File: src/rtl/rep_seq_pkg.sv
// Purpose: shared types for the a -> b[=N] -> c sequence monitor.
// Latency: n/a (types and constant helpers only).
// Backpressure: n/a; ports: none.
package rep_seq_pkg;

    typedef enum logic [1:0] {
        IDLE    = 2'd0,
        COUNT_B = 2'd1,
        WAIT_C  = 2'd2
    } state_t;

    typedef enum logic [1:0] {
        FC_NONE    = 2'b00,
        FC_EXTRA_B = 2'b01,
        FC_TIMEOUT = 2'b10
    } fail_code_t;

    // Width needed to hold 0..max_val, never below one bit.
    function automatic int cnt_width(input int max_val);
        int w;
        w = $clog2(max_val + 1);
        return (w < 1) ? 1 : w;
    endfunction

endpackage

File: src/rtl/rep_seq_sat_counter.sv
// Purpose: event counter that sticks at all-ones instead of wrapping.
// Latency: count reflects inc one edge later.
// Backpressure: none; ports clk, rst_n (async low), inc, count[W-1:0].
module sat_counter #(
    parameter int W = 16
) (
    input  logic         clk,
    input  logic         rst_n,
    input  logic         inc,
    output logic [W-1:0] count
);

    logic [W-1:0] count_q;
    logic [W-1:0] count_d;

    always_comb begin
        count_d = count_q;
        if (inc && (count_q != '1)) begin
            count_d = count_q + W'(1);
        end
    end

    always_ff @(posedge clk or negedge rst_n) begin
        if (!rst_n) begin
            count_q <= '0;
        end else begin
            count_q <= count_d;
        end
    end

    assign count = count_q;

endmodule

File: src/rtl/rep_seq_monitor.sv
// Purpose: hardware checker for "a |-> ##1 b[=REP_N] ##1 c", one attempt at a time.
// Latency: pass/fail/fail_code pulse the cycle after the deciding edge; counters update on that edge.
// Backpressure: none (pure observer); a arriving while busy is dropped and counted.
// Ports: clk, rst_n (async low), en, a, b, c in; busy, pass, fail, fail_code[1:0],
//        pass_cnt/fail_cnt/drop_cnt[CNT_W-1:0] out.
module rep_seq_monitor
    import rep_seq_pkg::*;
#(
    parameter int REP_N   = 3,
    parameter int TIMEOUT = 16,
    parameter int CNT_W   = 16
) (
    input  logic             clk,
    input  logic             rst_n,
    input  logic             en,
    input  logic             a,
    input  logic             b,
    input  logic             c,
    output logic             busy,
    output logic             pass,
    output logic             fail,
    output logic [1:0]       fail_code,
    output logic [CNT_W-1:0] pass_cnt,
    output logic [CNT_W-1:0] fail_cnt,
    output logic [CNT_W-1:0] drop_cnt
);

    localparam int BW = cnt_width(REP_N);
    localparam int WW = cnt_width(TIMEOUT);
    // b_cnt value just before the final required b arrives.
    localparam logic [BW-1:0] B_LAST = BW'(REP_N - 1);
    // wait_cnt value whose increment would reach TIMEOUT.
    localparam logic [WW-1:0] W_LAST = WW'((TIMEOUT > 0) ? (TIMEOUT - 1) : 0);

    state_t          state_q, state_d;
    logic [BW-1:0]   b_cnt_q, b_cnt_d;
    logic [WW-1:0]   wait_cnt_q, wait_cnt_d;
    logic            pass_q, pass_d;
    logic            fail_q, fail_d;
    fail_code_t      fc_q, fc_d;
    logic            active;
    logic            timeout_hit;
    logic            resolve;
    logic            drop_inc;

    assign active      = (state_q != IDLE);
    assign timeout_hit = (TIMEOUT > 0) && active && (wait_cnt_q == W_LAST);

    // State and registered outputs.
    always_ff @(posedge clk or negedge rst_n) begin
        if (!rst_n) begin
            state_q    <= IDLE;
            b_cnt_q    <= '0;
            wait_cnt_q <= '0;
            pass_q     <= 1'b0;
            fail_q     <= 1'b0;
            fc_q       <= FC_NONE;
        end else begin
            state_q    <= state_d;
            b_cnt_q    <= b_cnt_d;
            wait_cnt_q <= wait_cnt_d;
            pass_q     <= pass_d;
            fail_q     <= fail_d;
            fc_q       <= fc_d;
        end
    end

    // Verdict for the current edge. Disable suppresses every verdict so an
    // abort never produces a pulse or touches the counters.
    always_comb begin
        pass_d   = 1'b0;
        fail_d   = 1'b0;
        fc_d     = FC_NONE;
        if (en) begin
            case (state_q)
                COUNT_B: begin
                    // c is meaningless here, even on the edge of the last b.
                    if (timeout_hit) begin
                        fail_d = 1'b1;
                        fc_d   = FC_TIMEOUT;
                    end
                end
                WAIT_C: begin
                    if (c) begin
                        pass_d = 1'b1;
                    end else if (b) begin
                        fail_d = 1'b1;
                        fc_d   = FC_EXTRA_B;
                    end else if (timeout_hit) begin
                        fail_d = 1'b1;
                        fc_d   = FC_TIMEOUT;
                    end
                end
                default: ;
            endcase
        end
    end

    assign resolve  = pass_d | fail_d;
    // An a on a resolving edge starts the next attempt, so it is not a drop.
    assign drop_inc = en && a && active && !resolve;

    // Next state and attempt counters.
    always_comb begin
        state_d    = state_q;
        b_cnt_d    = b_cnt_q;
        wait_cnt_d = wait_cnt_q;
        if (!en) begin
            state_d = IDLE;
        end else if (!active || resolve) begin
            if (a) begin
                state_d    = COUNT_B;
                b_cnt_d    = '0;
                wait_cnt_d = '0;
            end else begin
                state_d    = IDLE;
            end
        end else begin
            if (TIMEOUT > 0) begin
                wait_cnt_d = wait_cnt_q + WW'(1);
            end
            if ((state_q == COUNT_B) && b) begin
                b_cnt_d = b_cnt_q + BW'(1);
                if (b_cnt_q == B_LAST) begin
                    state_d = WAIT_C;
                end
            end
        end
    end

    assign busy      = active;
    assign pass      = pass_q;
    assign fail      = fail_q;
    assign fail_code = fc_q;

    sat_counter #(.W(CNT_W)) u_pass_cnt (
        .clk   (clk),
        .rst_n (rst_n),
        .inc   (pass_d),
        .count (pass_cnt)
    );

    sat_counter #(.W(CNT_W)) u_fail_cnt (
        .clk   (clk),
        .rst_n (rst_n),
        .inc   (fail_d),
        .count (fail_cnt)
    );

    sat_counter #(.W(CNT_W)) u_drop_cnt (
        .clk   (clk),
        .rst_n (rst_n),
        .inc   (drop_inc),
        .count (drop_cnt)
    );

endmodule

File: config.mk
export PLATFORM = sky130hd
export DESIGN_NAME = rep_seq_monitor
export DESIGN_NICKNAME = d
export VERILOG_FILES = /design/src/rtl/rep_seq_pkg.sv /design/src/rtl/rep_seq_sat_counter.sv /design/src/rtl/rep_seq_monitor.sv
export SDC_FILE = /design/constraint.sdc
export NUM_CORES = 1
export LEC_CHECK = 0
export ABC_CLOCK_PERIOD_IN_PS = 4850
export CAP_MARGIN = 10
export CORE_MARGIN = 2
export CORE_UTILIZATION = 30
export DETAILED_ROUTE_END_ITERATION = 10
export GPL_TIMING_DRIVEN = 0
export HOLD_SLACK_MARGIN = 0.1
export PLACE_DENSITY_LB_ADDON = 0.12
export SLEW_MARGIN = 20
export SYNTH_ARGS = -nofsm -noshare
export SYNTH_HDL_FRONTEND = slang
export SYNTH_SLANG_ARGS = --single-unit
File: constraint.sdc
create_clock -name clk -period 4.85 [get_ports clk]
set_clock_uncertainty 0.1 [all_clocks]
set_input_delay 0.97 -clock clk [delete_from_list [all_inputs] [get_ports clk]]
set_output_delay 0.97 -clock clk [all_outputs]
set_load 0.005 [all_outputs]
Word-level counts from Yosys, hierarchy flattened
Cells that the tools add are included.
{"block": "word_totals", "reg_bits": 61, "out_inout_bits": 53, "elab_cells": 64}
{"block": "op_classes", "add_sub_neg": 5, "eq_ne": 10, "n_mux": 23, "n_bitwise": 1, "reduce_logical": 16}
{"cell": "$add 16x1->16 const B", "count": 3}
{"cell": "$ne 16x16->1 const B", "count": 3}
{"cell": "$mux 2", "count": 11}
{"cell": "$mux 5", "count": 2}
{"cell": "$logic_and 1x1->1", "count": 8}
{"cell": "$mux 1", "count": 8}
{"cell": "$ne 3x1->1 const B", "count": 2}
{"cell": "$add 5x1->5 const B", "count": 1}
{"cell": "$eq 5x4->1 const B", "count": 1}
{"cell": "$eq 2x2->1 const B", "count": 2}
{"cell": "$pmux 2 s2", "count": 1}
{"cell": "$reduce_and 2->1", "count": 2}
{"cell": "$reduce_bool 2->1", "count": 2}
{"cell": "$reduce_and 3->1", "count": 1}
{"cell": "$add 2x1->2 const B", "count": 1}
{"cell": "$eq 2x1->1 const B", "count": 1}
{"cell": "$logic_not 1->1", "count": 2}
{"cell": "$ne 2x2->1 const B", "count": 1}
{"cell": "$pmux 1 s2", "count": 1}
{"cell": "$logic_or 1x1->1", "count": 1}
{"cell": "$or 1x1->1", "count": 1}

Longest topological paths before layout
{"block": "depth", "ltp_word": 11, "ltp_mapped": 9, "depth_no_buf": 8}

Hierarchy
Synthesis repeated with hierarchy kept, for this count alone.
{"block": "unflattened", "hier_cells": 292, "hier_area_um2": 3339.5}
{"mod": "sat_counter", "n_inst": 3, "cells_per_inst": 72, "area_each_um2": 859.6, "seq_area_each_um2": 400.4}
{"mod": "rep_seq_monitor", "n_inst": 1, "cells_per_inst": 76, "area_each_um2": 760.7, "seq_area_each_um2": 325.3}

Least setup slack after synthesis
OpenSTA, ideal clock, no wires.
{"block": "synth_timing", "path_type": "input-to-reg", "start": "input c", "end": "register u_fail_cnt.count_q[10] (netlist: u_fail_cnt.count[10])", "setup_ns": 0.124, "arrival_ns": 2.091, "path_slack_ns": 2.535, "path_stages": 6, "n_path_buf": 1, "path_cell_list": "and2b_4 nand4_4 a2bb2oi_2 buf_2 nand4_1 xnor2_1"}
{"block": "synth_between", "elab_chain_len": 4}
{"item": "from (decl)", "line": "rep_seq_monitor.sv:18", "source": "input logic c,"}
{"item": "$mux 1", "line": "rep_seq_monitor.sv:84", "source": "if (c) begin"}
{"item": "$pmux 1 s2", "line": "rep_seq_monitor.sv:75", "source": "case (state_q)"}
{"item": "$mux 1", "line": "rep_seq_monitor.sv:74", "source": "if (en) begin"}
{"item": "$logic_and 1x1->1", "line": "rep_seq_sat_counter.sv:18", "source": "if (inc && (count_q != '1)) begin"}
{"item": "to (signal assigned)", "line": "rep_seq_sat_counter.sv:27", "source": "count_q <= count_d;"}
{"item": "to (decl)", "line": "rep_seq_sat_counter.sv:13", "source": "logic [W-1:0] count_q;"}
No other way between the ends.
A chain may end at the register's enable or synchronous reset.

Worst setup path after layout
{"block": "layout_timing", "start": "input c", "end": "register u_fail_cnt.count_q[8] (netlist: u_fail_cnt.count[8])"}
The elaborated chain is that of the path after synthesis.

==> impl_metrics.tcl <==
set metrics [dict create \
    netlist_area_sq_um 3040 \
    grt_use_total_pct 12.8 \
    grt_use_met3_pct 4.62 \
    synth_compound_area_share_pct 6.29 \
    hold_viol 0 \
    instances_no_fill 489 \
    slew_viol_final 0 \
    outcome "completed" \
    place_inst 474 \
    hold_path_depth 1 \
    hpwl_um 4790 \
    synth_common_cells "61 x dfrtp_1, 31 x nand2_1, 22 x xnor2_1" \
    grt_pass1_wl_um 11300 \
    cap_violations 0 \
    slew_headroom_pct 64.8 \
    synth_top_area_share_pct 50.2 \
    power_w 0.00115 \
    antenna_found_initial 0 \
    cp.required_ns 4.96 \
    async_reset_ff_share_pct 100 \
    final_area_sq_um 4020 \
    syn2layout_area_growth_pct 32.2 \
    die_h_um 105 \
    period_needed_ns 2.75 \
    hold_buffers 0 \
    post_drt_wl_per_cell_um 13.3 \
    grt_max_degree 38 \
    syn_nets 297 \
    overflow 0 \
    io_buffers 58 \
    cts.sinks 61 \
    synth.mux.area_fraction_pct 1.48 \
    synth-xor-area-share_pct 12.1 \
    ant_nets 0 \
    ys_seq_elements 61 \
    busiest_layer "met2" \
    drt_drc_violations_left 0 \
    first_iter_violations 40 \
    arrival_ns 2.86 \
    avgSynthCellArea_sq_um 10.8 \
    clockBufferDepth 2 \
    ys_warn_count 0 \
    clockRootBuffer "clkbuf_8" \
    cts_buffers 9 \
    firstDrtPassIters 4 \
    netlist-cell-type-count 50 \
    cp_max_fo 10 \
    synth_simple_gate_area_share_pct 23.7 \
    row_count 36 \
    p_leak_nw 1.78 \
    synth_top_family_by_area "simple AND/OR/NAND/NOR gates" \
    use_met1_pct 17.1 \
    startpoint_type "primary input" \
    cts.htree.levels 3 \
    placed_area_sq_um 3810 \
    seq_area_frac_synth_pct 50.2 \
    hp-class "flip-flop to flip-flop" \
    die_w_um 105 \
    clock_latency_ns 0.33 \
    min-delay-start "wait_cnt_q[4]" \
    first_global_vias 2317 \
    worst_ir_drop_vdd_mv 0.133 \
    setup_viol 0 \
    path_clk_slew_ns 0.06 \
    ioPinCount 59 \
    synth_fa_ha_area_share_pct 3.70 \
    post-cts-setup-buffers 0 \
    core_area_sq_um 9820 \
    max_freq_mhz 364 \
    vias_per_cell 4.61 \
    diodes 0 \
    r2r_end "u_fail_cnt.count[8]" \
    vias 2253 \
    crit_type "primary input to flip-flop" \
    rr_startpoint "wait_cnt_q[0]" \
    final_nets 367 \
    r2r_cells 9 \
    rsz0062_at_grt "no" \
    yosysMostFrequentCell "dfrtp_1" \
    synth_top_area_cell "dfrtp_1" \
    setup_tns_ns 0 \
    reg2reg_setup_slack_ns 2.45 \
    routed_wl_um 6520 \
    netlist_instances 282 \
    start_util_pct 31.0 \
    drive_gt1_share_pct 10.4 \
    use_met2_pct 19.7 \
    dieArea_sq_um 11000 \
    hold_end "wait_cnt_q[4]" \
    powerDensity_nw_per_um2 286 \
    synthFlopType "dfrtp_1" \
    post_cts_resized 0 \
    cts_tree "yes" \
    synth_edf_count 0 \
    gp_routability_congestion 0.714 \
    cp-end-kind "flip-flop" \
    min_period_over_period_pct 56.7 \
    synth.area.top_cells "dfrtp_1 50%, xnor2_1 6.3%, xor2_1 5.8%" \
    tightest_slew_ns 0.525 \
]
-- sequential cells by signal, indices dropped and copies added (netlist names) --
register          cells
fail                  1
u_pass_cnt.count     16
fail_code             2
state_q               2
b_cnt_q               2
wait_cnt_q            5
u_drop_cnt.count     16
pass                  1
u_fail_cnt.count     16
-- per-stage QoR --
| step | utilization, % | hold WS, ns | setup WS, ns |
|---|---|---|---|
| global route | 41.0 | 0.421 | 1.99 |
| global placement | 38.6 | 0.378 | 0.533 |
| floorplan | - | 0.356 | 2.53 |
| CTS | 41.0 | 0.394 | 2.10 |
| finish | 41.0 | 0.387 | 2.10 |
| detailed placement | 38.8 | 0.374 | 1.74 |
-- area by class of cell --
cell class,count,area [sq um]
fillers,1005,5800
clock inverters,4,72.6
clock buffers,11,141
well taps,133,166
inverters,12,46.3
repair buffers,59,598
multi-input cells,205,1440
plain buffers,4,32.5
flip-flops and latches,61,1530
-- how the worst max path moves through the flow --
stage / to / cells past startpoint / slack [ns] / from
detailed placement: u_fail_cnt.count[8] / 7 / 1.74 / c
finish: u_fail_cnt.count[8] / 7 / 2.10 / c
floorplan: u_fail_cnt.count[10] / 6 / 2.53 / c
global route: u_fail_cnt.count[8] / 7 / 1.99 / c
global placement: u_pass_cnt.count[13] / 1 / 0.53 / rst_n
CTS: u_fail_cnt.count[8] / 7 / 2.10 / c
-- report_power, final --
group	switching [W]	leakage, nW	total, W	internal, W
clock network	0.000192	0.105	0.000492	0.000300
registers	0.0000281	0.832	0.000558	0.000530
logic	0.0000439	0.839	0.000102	0.0000579
-- layer usage --
layer | part of all wire (%) | up-vias
li1 | - | 1122
met1 | 49 | 1081
met2 | 45 | 44
met3 | 5.1 | 6
met4 | 1.0 | 0
met5 | 0 | -
-- critical path, cell delays in order --
cell and delay [ns]:
clkdlybuf4s50_1 0.46, and2b_4 0.31, nand4_4 0.18, a2bb2oi_2 0.34
buf_2 0.30, nand4_1 0.15, xnor2_1 0.14
-- logic make-up after synthesis --
logic type	after synthesis
compound gates	24
xor+xnor	42
fa+ha+maj	9
buf+inv	16
flops	61
mux	4
simple gates	126
-- cell usage in the layout, fill, tap and decap left out, types with 10 or more instances in the layout --
| master | instances |
|---|---|
| nand3_1 | 19 |
| clkbuf_8 | 10 |
| clkdlybuf4s50_1 | 57 |
| xor2_1 | 20 |
| xnor2_1 | 22 |
| nand2_1 | 31 |
| nor2_1 | 14 |
| dfrtp_1 | 61 |
| nand4_1 | 11 |
| and3_1 | 12 |
| inv_1 | 11 |
Note: power is estimated with default switching activity, not from simulation.
==> variant, RTL diff (same settings) <==
The 3 states of `state_t` get a one-hot encoding in 3 bits.
--- a/src/rtl/rep_seq_pkg.sv
+++ b/src/rtl/rep_seq_pkg.sv
@@ -4,8 +4,8 @@
 package rep_seq_pkg;
 
-    typedef enum logic [1:0] {
-        IDLE    = 2'd0,
-        COUNT_B = 2'd1,
-        WAIT_C  = 2'd2
+    typedef enum logic [2:0] {
+        IDLE    = 3'b001,
+        COUNT_B = 3'b010,
+        WAIT_C  = 3'b100
     } state_t;
 
Check against the original RTL: same outputs for any inputs over 10 cycles, from zero or initial values and one cycle with rst_n low; not proved beyond that.
==> variant against the original RTL <==
  * Worst setup slack got worse by 0.22 ns
  * Combinational power increased by 48%
  * Cell area rose by 2.1%
  * Via count up 6.8%
  * Global-route usage up 0.17 points
  * Count of clock-buffer cells in the layout shrank 1
  * Sequential cell count grew 1
  * Wire length grew 5.8%
  * Power is 4.3% higher
  * Synthesized area is 3.5% higher
  * Register-to-register slack is essentially flat
  * Largest cell class unchanged
==> variant: results (changes against the original RTL) <==
- Later-pin clock latency in the skew report: 0.33 ns (about the same)
- FF-to-FF setup slack: 2.45 ns (about the same)
- Total GRT Usage: 13.0% (+0.17 points)
- Number of antenna violations at the first check in global routing: 0 (unchanged)
- First-pass iteration count of the detailed router: 4 (unchanged)
- Share of post-route cells with drive strength above 1: 13.2% (+2.8 points)
- Number of design rule violations left after detail routing: 0 (unchanged)
- Outcome: finished, final reports clean
- Part of the Yosys area used for sequential elements: 49.3% (-0.84 points)
- Kind of path behind the tightest hold check: reg -> reg
- DP HPWL: 4.80 mm (+0.35%)
- Number of vias in the routed layout: 2407 (+6.8%)
- Wirelength, routed: 6.90 mm (+5.8%)
- Capturing point of the worst reg2reg path: u_drop_cnt.count[5]
- Total of warnings raised by yosys: 0 (unchanged)
- Net switching power: 0.000313 W (+19%)
- Critical path data arrival time: 1.90 ns (-0.96 ns)
- Hold wc startpoint: u_pass_cnt.count[9]
- GPL Wtd Cong: 0.729 (+2.2%)
- Leakage power summed over all cells: 1.78 nW (about the same)
- Average cell area after synthesis: 11.2 um2 (+3.5%)
- Maximum number of pins on one net before global-route repair: 37 (-2.6%)
- Level count of the clock H-tree: 3 (unchanged)
- Post-CTS sizing: 0 (unchanged)
- Worst hold endpoint: u_pass_cnt.count[9]
- Nets@finish: 363 (-1.1%)
- Number of unique standard cell types used by synthesis: 51 (+2.0%)
- Async set-reset flop share out of synthesis: 100% (unchanged)
- CTS buffer count: 9 (unchanged)
- Final antenna diode count: 0 (unchanged)
- Count of input and output buffers: 57 (-1.7%)
- Yosys top cell by area: dfrtp_1
- R2R depth: 8 (-1)
- Cell types with the largest area share after synthesis: dfrtp_1 48%, xnor2_1 6.1%, xor2_1 4.7%
- Most used standard cells in the synthesized netlist: 61 x dfrtp_1, 22 x nand3_1, 22 x xnor2_1
- Min Hold Slack: 0.391 ns (+0.00421 ns)
- Relative slew slack: 64.0% (-0.83 points)
- Global-route wire length before repair: 11.7 mm (+3.6%)
- Max VDD drop: 0.160 mV (+20%)
- Maximum clock insertion buffer count: 2 (unchanged)
- Synthesized netlist net count: 294 (-1.0%)
- Setup Buffers After CTS: 0 (unchanged)
- WHS Path Cells: 1 (unchanged)
- Number of hold-repair buffers added at the cts stage: 0 (unchanged)
- Launch instance of the worst register-to-register path: wait_cnt_q[0]
- Register clock-pin slew on the reported worst setup and hold paths: 0.06 ns (about the same)
- Maximum fanout encountered on the critical timing path: 8 (-2)
- Vias per cell: 4.89 (+6.2%)
- Most used DFF post-synth: dfrtp_1
- Cell total after placement: 476 (+0.42%)
- Iteration-0 DRC Markers: 56 (+40%)
- Library cell used as clock root buffer: clkbuf_8
## variant: stage by stage
stage          setup slack, ns  area (um2)  utilization, %  power (W)
2_1_floorplan             2.35        3150               -   0.000675
3_3_place_gp             0.449        3890            37.8   0.000749
3_5_place_dp              1.65        3910            38.0   0.000756
4_1_cts                   1.86        4110            39.9    0.00123
5_1_grt                   1.84        4110            39.9    0.00127
6_report                  1.88        4110            39.9    0.00120
## variant: logic make-up after synthesis
logic type / count (synthesis) / synth area share [%]
mux: 8 / 2.82
buf+inv: 13 / 1.99
flops: 62 / 49.3
compound gates: 29 / 7.27
simple gates: 125 / 25.4
xor+xnor: 39 / 10.9
fa+ha+maj: 6 / 2.38
## variant: per-layer routing
layer | track usage, % | up-vias | part of all wire (%)
li1 | - | 1174 | -
met1 | 17.4 | 1172 | 48
met2 | 20.2 | 54 | 46
met3 | 3.31 | 7 | 4.9
met4 | 5.01 | 0 | 1.2
met5 | 0 | - | 0
## variant: final cells by class
type	instances	area (um2)
Buffer	6	36.3
Fill cell	1012	6170
Clock buffer	10	138
Inverter	7	26.3
Clock inverter	6	61.3
Tap cell	136	170
Timing Repair Buffer	58	588
Multi-Input combinational cell	207	1530
Sequential cell	62	1550
## variant: worst max path at each step
stage | to | depth (start not counted) | start | slack (ns)
after floorplan | u_fail_cnt.count[15] | 6 | c | 2.35
after global placement | u_drop_cnt.count[6] | 1 | rst_n | 0.45
after detailed placement | u_fail_cnt.count[15] | 6 | en | 1.65
after CTS | busy | 2 | state_q[0] | 1.86
after global routing | busy | 2 | state_q[0] | 1.84
final | busy | 2 | state_q[0] | 1.88
## variant: worst max-delay path, stage by stage (launching register included)
cell and delay (ns):
dfstp_2 0.60, or3b_2 0.49, clkdlybuf4s50_1 0.48
## variant: power groups by stage
stage          logic (W)  registers (W)  clock network (W)
2_1_floorplan  0.0000804       0.000595                  0
3_3_place_gp    0.000149       0.000600                  0
3_5_place_dp    0.000154       0.000602                  0
4_1_cts         0.000155       0.000593           0.000477
5_1_grt         0.000173       0.000600           0.000498
6_report        0.000151       0.000592           0.000458
